<file path="config.mk">
export PLATFORM = sky130hd
export DESIGN_NAME = reply_tx
export DESIGN_NICKNAME = d
export VERILOG_FILES = /design/src/rtl/reply_tx.sv
export SDC_FILE = /design/constraint.sdc
export NUM_CORES = 1
export LEC_CHECK = 0
export CAP_MARGIN = 15
export CORE_MARGIN = 1
export CORE_UTILIZATION = 30
export CTS_CLUSTER_SIZE = 30
export DETAILED_ROUTE_END_ITERATION = 8
export MAX_ROUTING_LAYER = met4
export SLEW_MARGIN = 20
export SYNTH_ARGS = -nofsm -noshare
export SYNTH_HDL_FRONTEND = slang
export SYNTH_SLANG_ARGS = --single-unit
export TNS_END_PERCENT = 10
</file>
<file path="constraint.sdc">
create_clock -name clk_in -period 4.9 [get_ports clk_in]
set_clock_uncertainty 0.05 [all_clocks]
set_input_delay 0.49 -clock clk_in [delete_from_list [all_inputs] [get_ports clk_in]]
set_output_delay 0.49 -clock clk_in [all_outputs]
set_load 0.1 [all_outputs]
</file>
<file path="src/rtl/reply_tx.sv">
// reply_tx: return-link serial transmitter (start, WIDTH data bits LSB first,
// optional even parity under `REPLY_TX_PARITY_EN, stop, guard) with one-deep launch buffer.
module reply_tx #(
    parameter int WIDTH          = 8,
    parameter int CYCLES_PER_BIT = 1000,
    parameter int GUARD_BITS     = 2
) (
    input  logic             clk_in,
    input  logic             rst_in,
    input  logic             trigger_in,
    input  logic [WIDTH-1:0] val_in,
    output logic             data_out,
    output logic             busy,
    output logic             done,
    output logic             overflow
);

    localparam int BCW = $clog2(WIDTH + 1);
    localparam int GCW = (GUARD_BITS > 0) ? $clog2(GUARD_BITS + 1) : 1;
    localparam logic [15:0]    CPB_LAST   = 16'(CYCLES_PER_BIT - 1);
    localparam logic [BCW-1:0] BIT_LAST   = BCW'(WIDTH - 1);
    localparam logic [GCW-1:0] GUARD_LAST = GCW'((GUARD_BITS > 0) ? GUARD_BITS - 1 : 0);

    typedef enum logic [2:0] {
        S_IDLE   = 3'd0,
        S_START  = 3'd1,
        S_DATA   = 3'd2,
        S_PARITY = 3'd3,
        S_STOP   = 3'd4,
        S_GUARD  = 3'd5
    } state_t;

    state_t           state_r;
    logic [15:0]      cyc_cnt_r;
    logic [BCW-1:0]   bit_cnt_r;
    logic [GCW-1:0]   guard_cnt_r;
    logic [WIDTH-1:0] shift_r;
    logic [WIDTH-1:0] pend_data_r;
    logic             pend_valid_r;
    logic             trig_q_r;
`ifdef REPLY_TX_PARITY_EN
    logic             par_r;
`endif

    logic             event_s;
    logic             bit_end_s;
    logic             idle_ret_s;
    logic             launch_s;
    logic [WIDTH-1:0] launch_word_s;
    logic [WIDTH-1:0] shift_nx_s;
    logic             pend_valid_nx_s;
    logic [WIDTH-1:0] pend_data_nx_s;
    logic             overflow_s;

`ifdef REPLY_TX_PARITY_EN
    function automatic logic even_parity(input logic [WIDTH-1:0] v);
        return ^v;
    endfunction
`endif

    // Launch arbitration: IDLE or a return-to-IDLE cycle serves pending first, then a fresh event.
    always_comb begin
        event_s         = trigger_in && !trig_q_r;
        bit_end_s       = (cyc_cnt_r == CPB_LAST);
        shift_nx_s      = shift_r >> 1;
        launch_s        = 1'b0;
        launch_word_s   = val_in;
        pend_valid_nx_s = pend_valid_r;
        pend_data_nx_s  = pend_data_r;
        overflow_s      = 1'b0;
        idle_ret_s      = 1'b0;
        if (bit_end_s && state_r == S_STOP && GUARD_BITS == 0) begin
            idle_ret_s = 1'b1;
        end else if (bit_end_s && state_r == S_GUARD && guard_cnt_r == GUARD_LAST) begin
            idle_ret_s = 1'b1;
        end else begin
            idle_ret_s = 1'b0;
        end
        if (state_r == S_IDLE || idle_ret_s) begin
            if (pend_valid_r) begin
                launch_s      = 1'b1;
                launch_word_s = pend_data_r;
                if (event_s) begin
                    pend_valid_nx_s = 1'b1;
                    pend_data_nx_s  = val_in;
                end else begin
                    pend_valid_nx_s = 1'b0;
                end
            end else if (event_s) begin
                launch_s      = 1'b1;
                launch_word_s = val_in;
            end else begin
                launch_s = 1'b0;
            end
        end else if (event_s) begin
            if (pend_valid_r) begin
                overflow_s = 1'b1;
            end else begin
                pend_valid_nx_s = 1'b1;
                pend_data_nx_s  = val_in;
            end
        end else begin
            overflow_s = 1'b0;
        end
    end

    // Frame FSM with registered line and status outputs.
    always_ff @(posedge clk_in or posedge rst_in) begin
        if (rst_in) begin
            state_r      <= S_IDLE;
            cyc_cnt_r    <= 16'd0;
            bit_cnt_r    <= '0;
            guard_cnt_r  <= '0;
            shift_r      <= '0;
            pend_data_r  <= '0;
            pend_valid_r <= 1'b0;
            trig_q_r     <= 1'b1;
`ifdef REPLY_TX_PARITY_EN
            par_r        <= 1'b0;
`endif
            data_out     <= 1'b1;
            busy         <= 1'b0;
            done         <= 1'b0;
            overflow     <= 1'b0;
        end else begin
            trig_q_r     <= trigger_in;
            pend_valid_r <= pend_valid_nx_s;
            pend_data_r  <= pend_data_nx_s;
            overflow     <= overflow_s;
            done         <= (state_r == S_STOP) && bit_end_s;
            if (launch_s) begin
                state_r   <= S_START;
                shift_r   <= launch_word_s;
`ifdef REPLY_TX_PARITY_EN
                par_r     <= even_parity(launch_word_s);
`endif
                cyc_cnt_r <= 16'd0;
                bit_cnt_r <= '0;
                data_out  <= 1'b0;
                busy      <= 1'b1;
            end else begin
                cyc_cnt_r <= bit_end_s ? 16'd0 : cyc_cnt_r + 16'd1;
                case (state_r)
                    S_IDLE: begin
                        cyc_cnt_r <= 16'd0;
                        data_out  <= 1'b1;
                        busy      <= 1'b0;
                    end
                    S_START: begin
                        if (bit_end_s) begin
                            state_r  <= S_DATA;
                            data_out <= shift_r[0];
                        end
                    end
                    S_DATA: begin
                        if (bit_end_s && bit_cnt_r == BIT_LAST) begin
`ifdef REPLY_TX_PARITY_EN
                            state_r  <= S_PARITY;
                            data_out <= par_r;
`else
                            state_r  <= S_STOP;
                            data_out <= 1'b1;
`endif
                        end else if (bit_end_s) begin
                            bit_cnt_r <= bit_cnt_r + {{(BCW-1){1'b0}}, 1'b1};
                            shift_r   <= shift_nx_s;
                            data_out  <= shift_nx_s[0];
                        end
                    end
                    S_PARITY: begin
                        if (bit_end_s) begin
                            state_r  <= S_STOP;
                            data_out <= 1'b1;
                        end
                    end
                    S_STOP: begin
                        data_out <= 1'b1;
                        if (bit_end_s) begin
                            if (GUARD_BITS == 0) begin
                                state_r <= S_IDLE;
                                busy    <= 1'b0;
                            end else begin
                                state_r     <= S_GUARD;
                                guard_cnt_r <= '0;
                            end
                        end
                    end
                    S_GUARD: begin
                        data_out <= 1'b1;
                        if (bit_end_s && guard_cnt_r == GUARD_LAST) begin
                            state_r <= S_IDLE;
                            busy    <= 1'b0;
                        end else if (bit_end_s) begin
                            guard_cnt_r <= guard_cnt_r + {{(GCW-1){1'b0}}, 1'b1};
                        end
                    end
                    default: begin
                        state_r  <= S_IDLE;
                        data_out <= 1'b1;
                        busy     <= 1'b0;
                    end
                endcase
            end
        end
    end

endmodule

</file>
==> run summary <==
# diodes - 0
Initial drt markers - 108
Core Region - 7770 um^2
Final setup vio count - 0
Final HPWL DP - 3.14 mm
Yosys warning count - 0
# Post-CTS Setup Buffers - 0
WP data arrival - 2.68 ns
CTS max path bufs - 2
Clock sinks - 47
Max transition margin - 35.0%
Critical-path cell with the highest stage delay - nor4_4
Die width - 91.8 um
Syn_area_per_cell - 10.5 um^2
GP Congestion - 0.785
DRC - 0
RSZ-0062 raised after global routing - no
Initial antenna violation count - 0
Global-route wire length before repair - 7.91 mm
Final Cell Area - 2740 um^2
Post-Layout Cell Count - 344
Dpl cells - 336
Die height - 91.8 um
Cell count after synthesis - 231
Clk_lat worst skew - 0.30 ns
Worst hold stages - 1
H-tree depth - 2
Synthesized area - 2420 um^2
Seq/Total Area, Yosys - 48.7%
Final Hold Viols - 0
Overall Power - 0.00125 W
Post-synth EDFFs - 0
Setup_tns - 0 ns
Detailed-route via count - 1729
Top Ports - 15
Power per cell area - 456 nW/um^2
Vias in the first global route - 1689
DR pass1 iterations - 4
Yosys cell types - 52
CTS tree - built
Number of stages on the worst setup path - 6
Slowest stage delay, CP - 0.78 ns
DRT Wirelength - 4.52 mm
CTS root buf - clkbuf_8
Layout cells sized above 1 - 14.0%
Delay-heaviest family, CP - simple AND/OR/NAND/NOR gates
VDD IR max - 0.212 mV
IO Port Bufs - 14
CP Launch Type - flop
Die footprint - 8430 um^2
Highest Clock Rate - 0.394 GHz
Initial Utilization - 31.1%
Main synth FF type - dfrtp_1
Status - completed
Leakage - 1.17 nW
CTS buffer count - 5
Async SR Flop Fraction - 100%
Slew Limit Fails - 0
Min Tclk post-route - 2.54 ns
Largest net degree at the start of global routing - 48
Global route total overflow - 0
Wire per inst - 13.1 um
Post-DP Area - 2630 um^2
Buffers & Inverters on Critical Path - 0
Required time of the critical path - 5.04 ns
Final core occ - 35.3%
Kind of critical path - flop to flop
Nets - 255
Gates resized, CTS repair - 0
Slew @ Worst Pin - 0.972 ns
Area Overhead vs Synth - 13.5%
Hold_buf cts - 0
Via/cell ratio - 5.03
Worst-path clk slew - 0.09 ns
Endpoint class of the critical path - flop
Max cap viols - 0
Hold WC Path Type - flop to flop
Net Count, Synth - 245
Depth of the most critical reg-to-reg path - 6
Crit share post-route - 51.8%
Num rows - 32
Worst-path fanout max - 16
Critical-path cell list - ha_1, and4bb_2, nand3_2, nor4_4, nor2_2, a221o_1
Total GRT Usage - 12.1%
Final ANT Viol Nets - 0
Yosys reg bits - 47
-- worst reg2reg max path, cell delays in order (launching register included) --
cell and delay (ns):
dfrtp_1 0.41, ha_1 0.23, and4bb_2 0.30, nand3_2 0.13, nor4_4 0.78, nor2_2 0.19
a221o_1 0.34
-- state kept, by name, summed over array words and instances (netlist names) --
name	flops
pend_data_r	8
shift_r	8
pend_valid_r	1
state_r	3
bit_cnt_r	4
cyc_cnt_r	16
overflow	1
done	1
data_out	1
guard_cnt_r	2
busy	1
trig_q_r	1
-- cell usage in the layout (no fill, tap or decap), types with 7 or more instances in the layout --
cell type / n
dfrtp_1: 45
nand2_1: 13
xnor2_1: 7
nor2_1: 26
clkdlybuf4s50_1: 14
o21ai_0: 12
mux2i_1: 10
nand3_1: 7
and3_1: 8
a21oi_1: 9
nor3_1: 7
mux2_2: 8
-- worst paths after layout --
| path | start | slack (ns) | end |
|---|---|---|---|
| hold / removal | pend_data_r[7] | 0.46 | pend_data_r[7] |
| hold reg to reg | pend_data_r[7] | 0.46 | pend_data_r[7] |
| min in group asynchronous | rst_in | 0.58 | overflow |
| setup / recovery | cyc_cnt_r[0] | 2.36 | shift_r[5] |
| max in group asynchronous | rst_in | 3.73 | pend_data_r[5] |
| setup reg to reg | cyc_cnt_r[0] | 2.36 | shift_r[5] |
-- per-stage QoR --
stage | hold slack [ns] | setup WS, ns
after floorplan | 0.420 | 2.85
after global placement | 0.438 | 2.40
after detailed placement | 0.446 | 2.37
after CTS | 0.462 | 2.35
after global routing | 0.479 | 2.19
final | 0.462 | 2.36
-- metal layers --
| metal | GRT usage, % | vias up | share of wire [%] |
|---|---|---|---|
| met4 | 4.30 | 0 | 1.7 |
| met3 | 2.74 | 6 | 2.6 |
| met5 | - | - | 0 |
| met1 | 16.0 | 855 | 52 |
| met2 | 18.3 | 22 | 44 |
| li1 | - | 846 | - |
-- cell type report --
cell class / instances / area, um^2
Timing Repair Buffer: 14 / 140
Fill cell: 841 / 5020
Clock inverter: 2 / 35.0
Multi-Input combinational cell: 167 / 1160
Tap cell: 102 / 128
Sequential cell: 47 / 1180
Clock buffer: 6 / 82.6
Inverter: 6 / 23.8
-- cells in the mapped netlist (2+ instances only) --
library cell	count	area share [%]
a21oi_1	9	1.9
a221o_1	6	2.5
and2_1	3	0.78
and3_1	8	2.1
buf_2	4	0.83
buf_4	2	0.62
clkbuf_1	4	0.62
dfrtp_1	45	47
dfstp_2	2	2.2
ha_1	3	1.6
inv_1	6	0.93
mux2_2	8	3.7
mux2i_1	10	4.1
nand2_1	13	2.0
nand3_1	7	1.4
nand3b_1	4	1.2
nand4_1	5	1.3
nor2_1	26	4.0
nor2b_1	4	1.0
nor3_1	7	1.4
o21ai_0	12	2.5
or3_1	2	0.52
xnor2_1	7	2.5
xor2_1	6	2.2
-- where the power goes --
part	internal [W]	switching [W]
Clock	0.000165	0.000133
Sequential	0.000504	0.0000992
Combinational	0.000170	0.000180
-- cells by family after synthesis --
kind of cell,share of synthesized area (%)
adders and majority gates,1.55
AOI/OAI and AO/OA,10.9
xor gates and xnor gates,4.71
and+or+nand+nor,22.8
buffers and inverters,3.47
DFF,48.7
muxes,7.86
No activity file was read; power rests on OpenSTA's default activity.
==> patch 1, RTL diff (config.mk and constraints unchanged) <==
`GUARD_BITS`: 2 -> 4.
--- a/src/rtl/reply_tx.sv
+++ b/src/rtl/reply_tx.sv
@@ -3,7 +3,7 @@
 module reply_tx #(
     parameter int WIDTH          = 8,
     parameter int CYCLES_PER_BIT = 1000,
-    parameter int GUARD_BITS     = 2
+    parameter int GUARD_BITS     = 4
 ) (
     input  logic             clk_in,
     input  logic             rst_in,
Function: same outputs for any inputs over 10 cycles, from zero or initial values and one cycle with rst_in high; that may be too few to reach the edited logic, so the function may still have changed.
==> patch 1 against the unedited design <==
  * Total power is 6.2% higher
  * Synthesized area is 4.6% higher
  * Sequential share of layout area is 0.76 points lower
  * Final area grew 4.0%
  * Worst setup slack got worse by 330 ps
  * Sequential cell count grew 1
  * Maximum frequency shrank 12%
  * Wire length grew 3.2%
  * Clock power decreased by 16%
==> patch 1: results (changes against the unedited design) <==
- R2R Setup Slk: 2030 ps (-330 ps)
- First-pass GRT wire length: 8.35 mm (+5.5%)
- Slew Limit Headroom: 35.5% (+0.51 points)
- Syn_nets: 266 (+8.6%)
- P_leak: 1.21 nW (+3.1%)
- Fmax: 348 MHz (-12%)
- HP Start: guard_cnt_r[2]
- Seq pwr: 0.617 mW (+2%)
- Top cells by area, synth: dfrtp_1 45%, mux2_4 4.7%, nor2_1 4.7%, mux2i_1 4.0%, xor2_1 3.5%
- CP max stage delay: 760 ps (-20 ps)
- Post-synthesis xor/xnor area fraction: 5.89% (+1.2 points)
- Per-cell routed wire length: 12.7 um (-3.3%)
- All-Layer GR Usage: 12.3% (+0.23 points)
- Met2 WL: 2.03 mm (+2.6%)
- R2R depth: 5 (-1)
- Via count: 1808 (+4.6%)
- Unique cell type count in the Yosys netlist: 45 (-13%)
- Fin Hold WS: 434 ps (-28.2 ps)
- Final nets: 276 (+8.2%)
- Status: complete, no violations
- Vias in the first global route: 1737 (+2.8%)
- Hold Crit Endpoint: guard_cnt_r[2]
- Worst R2R Start: cyc_cnt_r[11]
- Pre-CTS setup slack: 2060 ps (-303 ps)
- Sequential-to-total area share from yosys stat: 47.6% (-1.2 points)
- Cell area after layout: 0.00285 mm^2 (+4.0%)
- Met2 Usage GRT: 17.9% (-0.41 points)
- Worst hold path depth: 2 (+1)
- Reg-to-reg endpoint: bit_cnt_r[1]
- Adder-Cell Fraction of Synth Area: 1.98% (+0.43 points)
- DR WL met3: 140 um (+21%)
- Layout fillers: 844 (+0.36%)
- Post-DP HPWL: 3.27 mm (+4.0%)
- Share of cells above drive strength 1: 8.40% (-5.7 points)
- Mean Syn Cell Area: 10.1 um^2 (-3.7%)
- Psw: 0.498 mW (+20%)
- DP Cell Count: 359 (+6.8%)
- Post-synth top cells: 46 x dfrtp_1, 32 x nor2_1, 18 x nand2_1
-- patch 1: cell count changes in the layout (fill, tap and decap cells not counted), moves of 4 or more --
cell,before,now
nand3_1,7,16
nand2_1,13,18
mux2_2,8,0
mux2_4,0,8
xor2_1,6,10
nor2_1,26,32
a211oi_1,1,5
-- patch 1: worst reg2reg max path, delay by kind of cell (launching register included) --
| family | cells | cell delay (ps) |
|---|---|---|
| AND/OR/NAND/NOR | 4 | 1900 |
| flip-flops | 1 | 450 |
| multiplexers | 1 | 370 |
-- patch 1: layout make-up --
| type | instances | share of cell area (%) |
|---|---|---|
| Clock buffer | 6 | 2.89 |
| Clock inverter | 2 | 0.526 |
| Inverter | 6 | 0.833 |
| Multi-Input combinational cell | 185 | 43.8 |
| Sequential cell | 48 | 42.2 |
| Tap cell | 105 | 4.61 |
| Timing Repair Buffer | 15 | 5.18 |
==> patch 2, RTL diff (config.mk and constraints unchanged) <==
Without the edit above. Re-encode `state_t` (6 states) as Gray code, 3 bits wide.
--- a/src/rtl/reply_tx.sv
+++ b/src/rtl/reply_tx.sv
@@ -22,12 +22,12 @@
     localparam logic [GCW-1:0] GUARD_LAST = GCW'((GUARD_BITS > 0) ? GUARD_BITS - 1 : 0);
 
     typedef enum logic [2:0] {
-        S_IDLE   = 3'd0,
-        S_START  = 3'd1,
-        S_DATA   = 3'd2,
-        S_PARITY = 3'd3,
-        S_STOP   = 3'd4,
-        S_GUARD  = 3'd5
+        S_IDLE   = 3'b000,
+        S_START  = 3'b001,
+        S_DATA   = 3'b011,
+        S_PARITY = 3'b010,
+        S_STOP   = 3'b110,
+        S_GUARD  = 3'b111
     } state_t;
 
     state_t           state_r;
Formal check against the unedited RTL: no difference found for any inputs over 10 cycles, from zero or initial values and one cycle with rst_in high; not proved beyond that.
==> patch 2 against the unedited design <==
  * Final area rose by 0.32%
  * Synthesized area rose by 1.5%
  * Highest routed layer unchanged
  * Sequential cell count unchanged
  * Maximum frequency shrank 15%
  * Worst setup slack worse by 440 ps
  * Wire length rose by 3.9%
  * Sequential share of layout area down 0.14 points
  * Cell count is 6.7% higher
  * Global-route usage increased by 0.44 points
Power is not compared: it rests on default switching activity, and its combinational part moved more than twofold at a synthesized area within 25%.
==> patch 2: results (changes against the unedited design) <==
- Period minus WS final: 2980 ps (+438 ps)
- Worst slew pin tran: 997 ps (+24.8 ps)
- All-Layer GR Usage: 12.5% (+0.44 points)
- Hold Crit Endpoint: data_out
- Mean Syn Cell Area: 9.66 um^2 (-7.7%)
- Met2 WL: 2.13 mm (+7.8%)
- Cell with the largest stage delay on the worst path: nor4_4
- Compound-cell area share of the yosys netlist: 13.4% (+2.4 points)
- Post-synth top cells: 45 x dfrtp_1, 30 x nor2_1, 29 x nand2_1
- Worst EP arrival: 3120 ps (+440 ps)
- HP Start: data_out
- Post-synthesis xor/xnor area fraction: 6.01% (+1.3 points)
- DR WL met3: 125 um (+7.8%)
- Unique cell type count in the Yosys netlist: 56 (+7.7%)
- Post-DP HPWL: 3.31 mm (+5.5%)
- CP max stage delay: 880 ps (+100 ps)
- DP Area: 0.00264 mm^2 (+0.43%)
- Status: complete, no violations
- Mux share of post-synthesis cell area: 0.408% (-7.5 points)
- Metal-1 WL: 2.36 mm (+0.47%)
- R2R depth: 5 (-1)
- Layout fillers: 795 (-5.5%)
- Worst R2R Start: cyc_cnt_r[4]
- Share of cells above drive strength 1: 9.43% (-4.6 points)
- Pre-CTS setup slack: 1920 ps (-444 ps)
- CP max FO: 17 (+1)
- Syn_nets: 268 (+9.4%)
- RD Place Congestion: 0.781 (-0.50%)
- Initial drt markers: 116 (+7.4%)
- Top cells by area, synth: dfrtp_1 46%, nor2_1 4.6%, nand2_1 4.4%, xor2_1 3.2%, o31ai_1 2.8%
- Sequential-to-total area share from yosys stat: 48.0% (-0.72 points)
- First-pass GRT wire length: 8.36 mm (+5.7%)
- Vias in the first global route: 1753 (+3.8%)
- Reg-to-reg endpoint: bit_cnt_r[0]
- R2R Setup Slk: 1920 ps (-440 ps)
- Final nets: 278 (+9.0%)
- DP Cell Count: 359 (+6.8%)
==> patch 2: worst max-delay path: cells and delay by family, from the launching register on <==
kind | cells | cell delay, ps
flip-flops | 1 | 430
AND/OR/NAND/NOR | 5 | 2390
==> patch 2: area by class of cell <==
| cell class | count | area share (%) |
|---|---|---|
| multi-input combinational | 181 | 41.2 |
| inverter | 15 | 2.09 |
| clock buffer | 5 | 2.50 |
| clock inverter | 3 | 1.68 |
| tap | 102 | 4.64 |
| sequential | 47 | 42.8 |
| timing repair buffer | 14 | 5.09 |
==> patch 2: worst max path at each step <==
| stage | from | cells past startpoint | slack [ps] | to |
|---|---|---|---|---|
| floorplan | cyc_cnt_r[4] | 6 | 2760 | state_r[0] |
| global placement | cyc_cnt_r[4] | 5 | 1960 | bit_cnt_r[2] |
| global route | cyc_cnt_r[4] | 5 | 1660 | bit_cnt_r[0] |
| finish | cyc_cnt_r[4] | 5 | 1920 | bit_cnt_r[0] |
| CTS | cyc_cnt_r[4] | 5 | 1890 | bit_cnt_r[1] |
| detailed placement | cyc_cnt_r[4] | 5 | 1920 | bit_cnt_r[1] |
==> patch 2: power groups by stage <==
stage / combinational (mW) / clock, mW / sequential [mW]
2_1_floorplan: 0.0228 / 0 / 0.418
3_3_place_gp: 0.0406 / 0 / 0.417
3_5_place_dp: 0.0414 / 0 / 0.417
4_1_cts: 0.0415 / 0.300 / 0.410
5_1_grt: 0.0461 / 0.314 / 0.411
6_report: 0.0405 / 0.292 / 0.410
==> patch 2: routing by layer <==
| layer | vias to the layer above | global-route usage (%) |
|---|---|---|
| met5 | - | - |
| met4 | 0 | 4.30 |
| met3 | 6 | 2.46 |
| met2 | 24 | 18.3 |
| met1 | 890 | 17.3 |
| li1 | 911 | - |
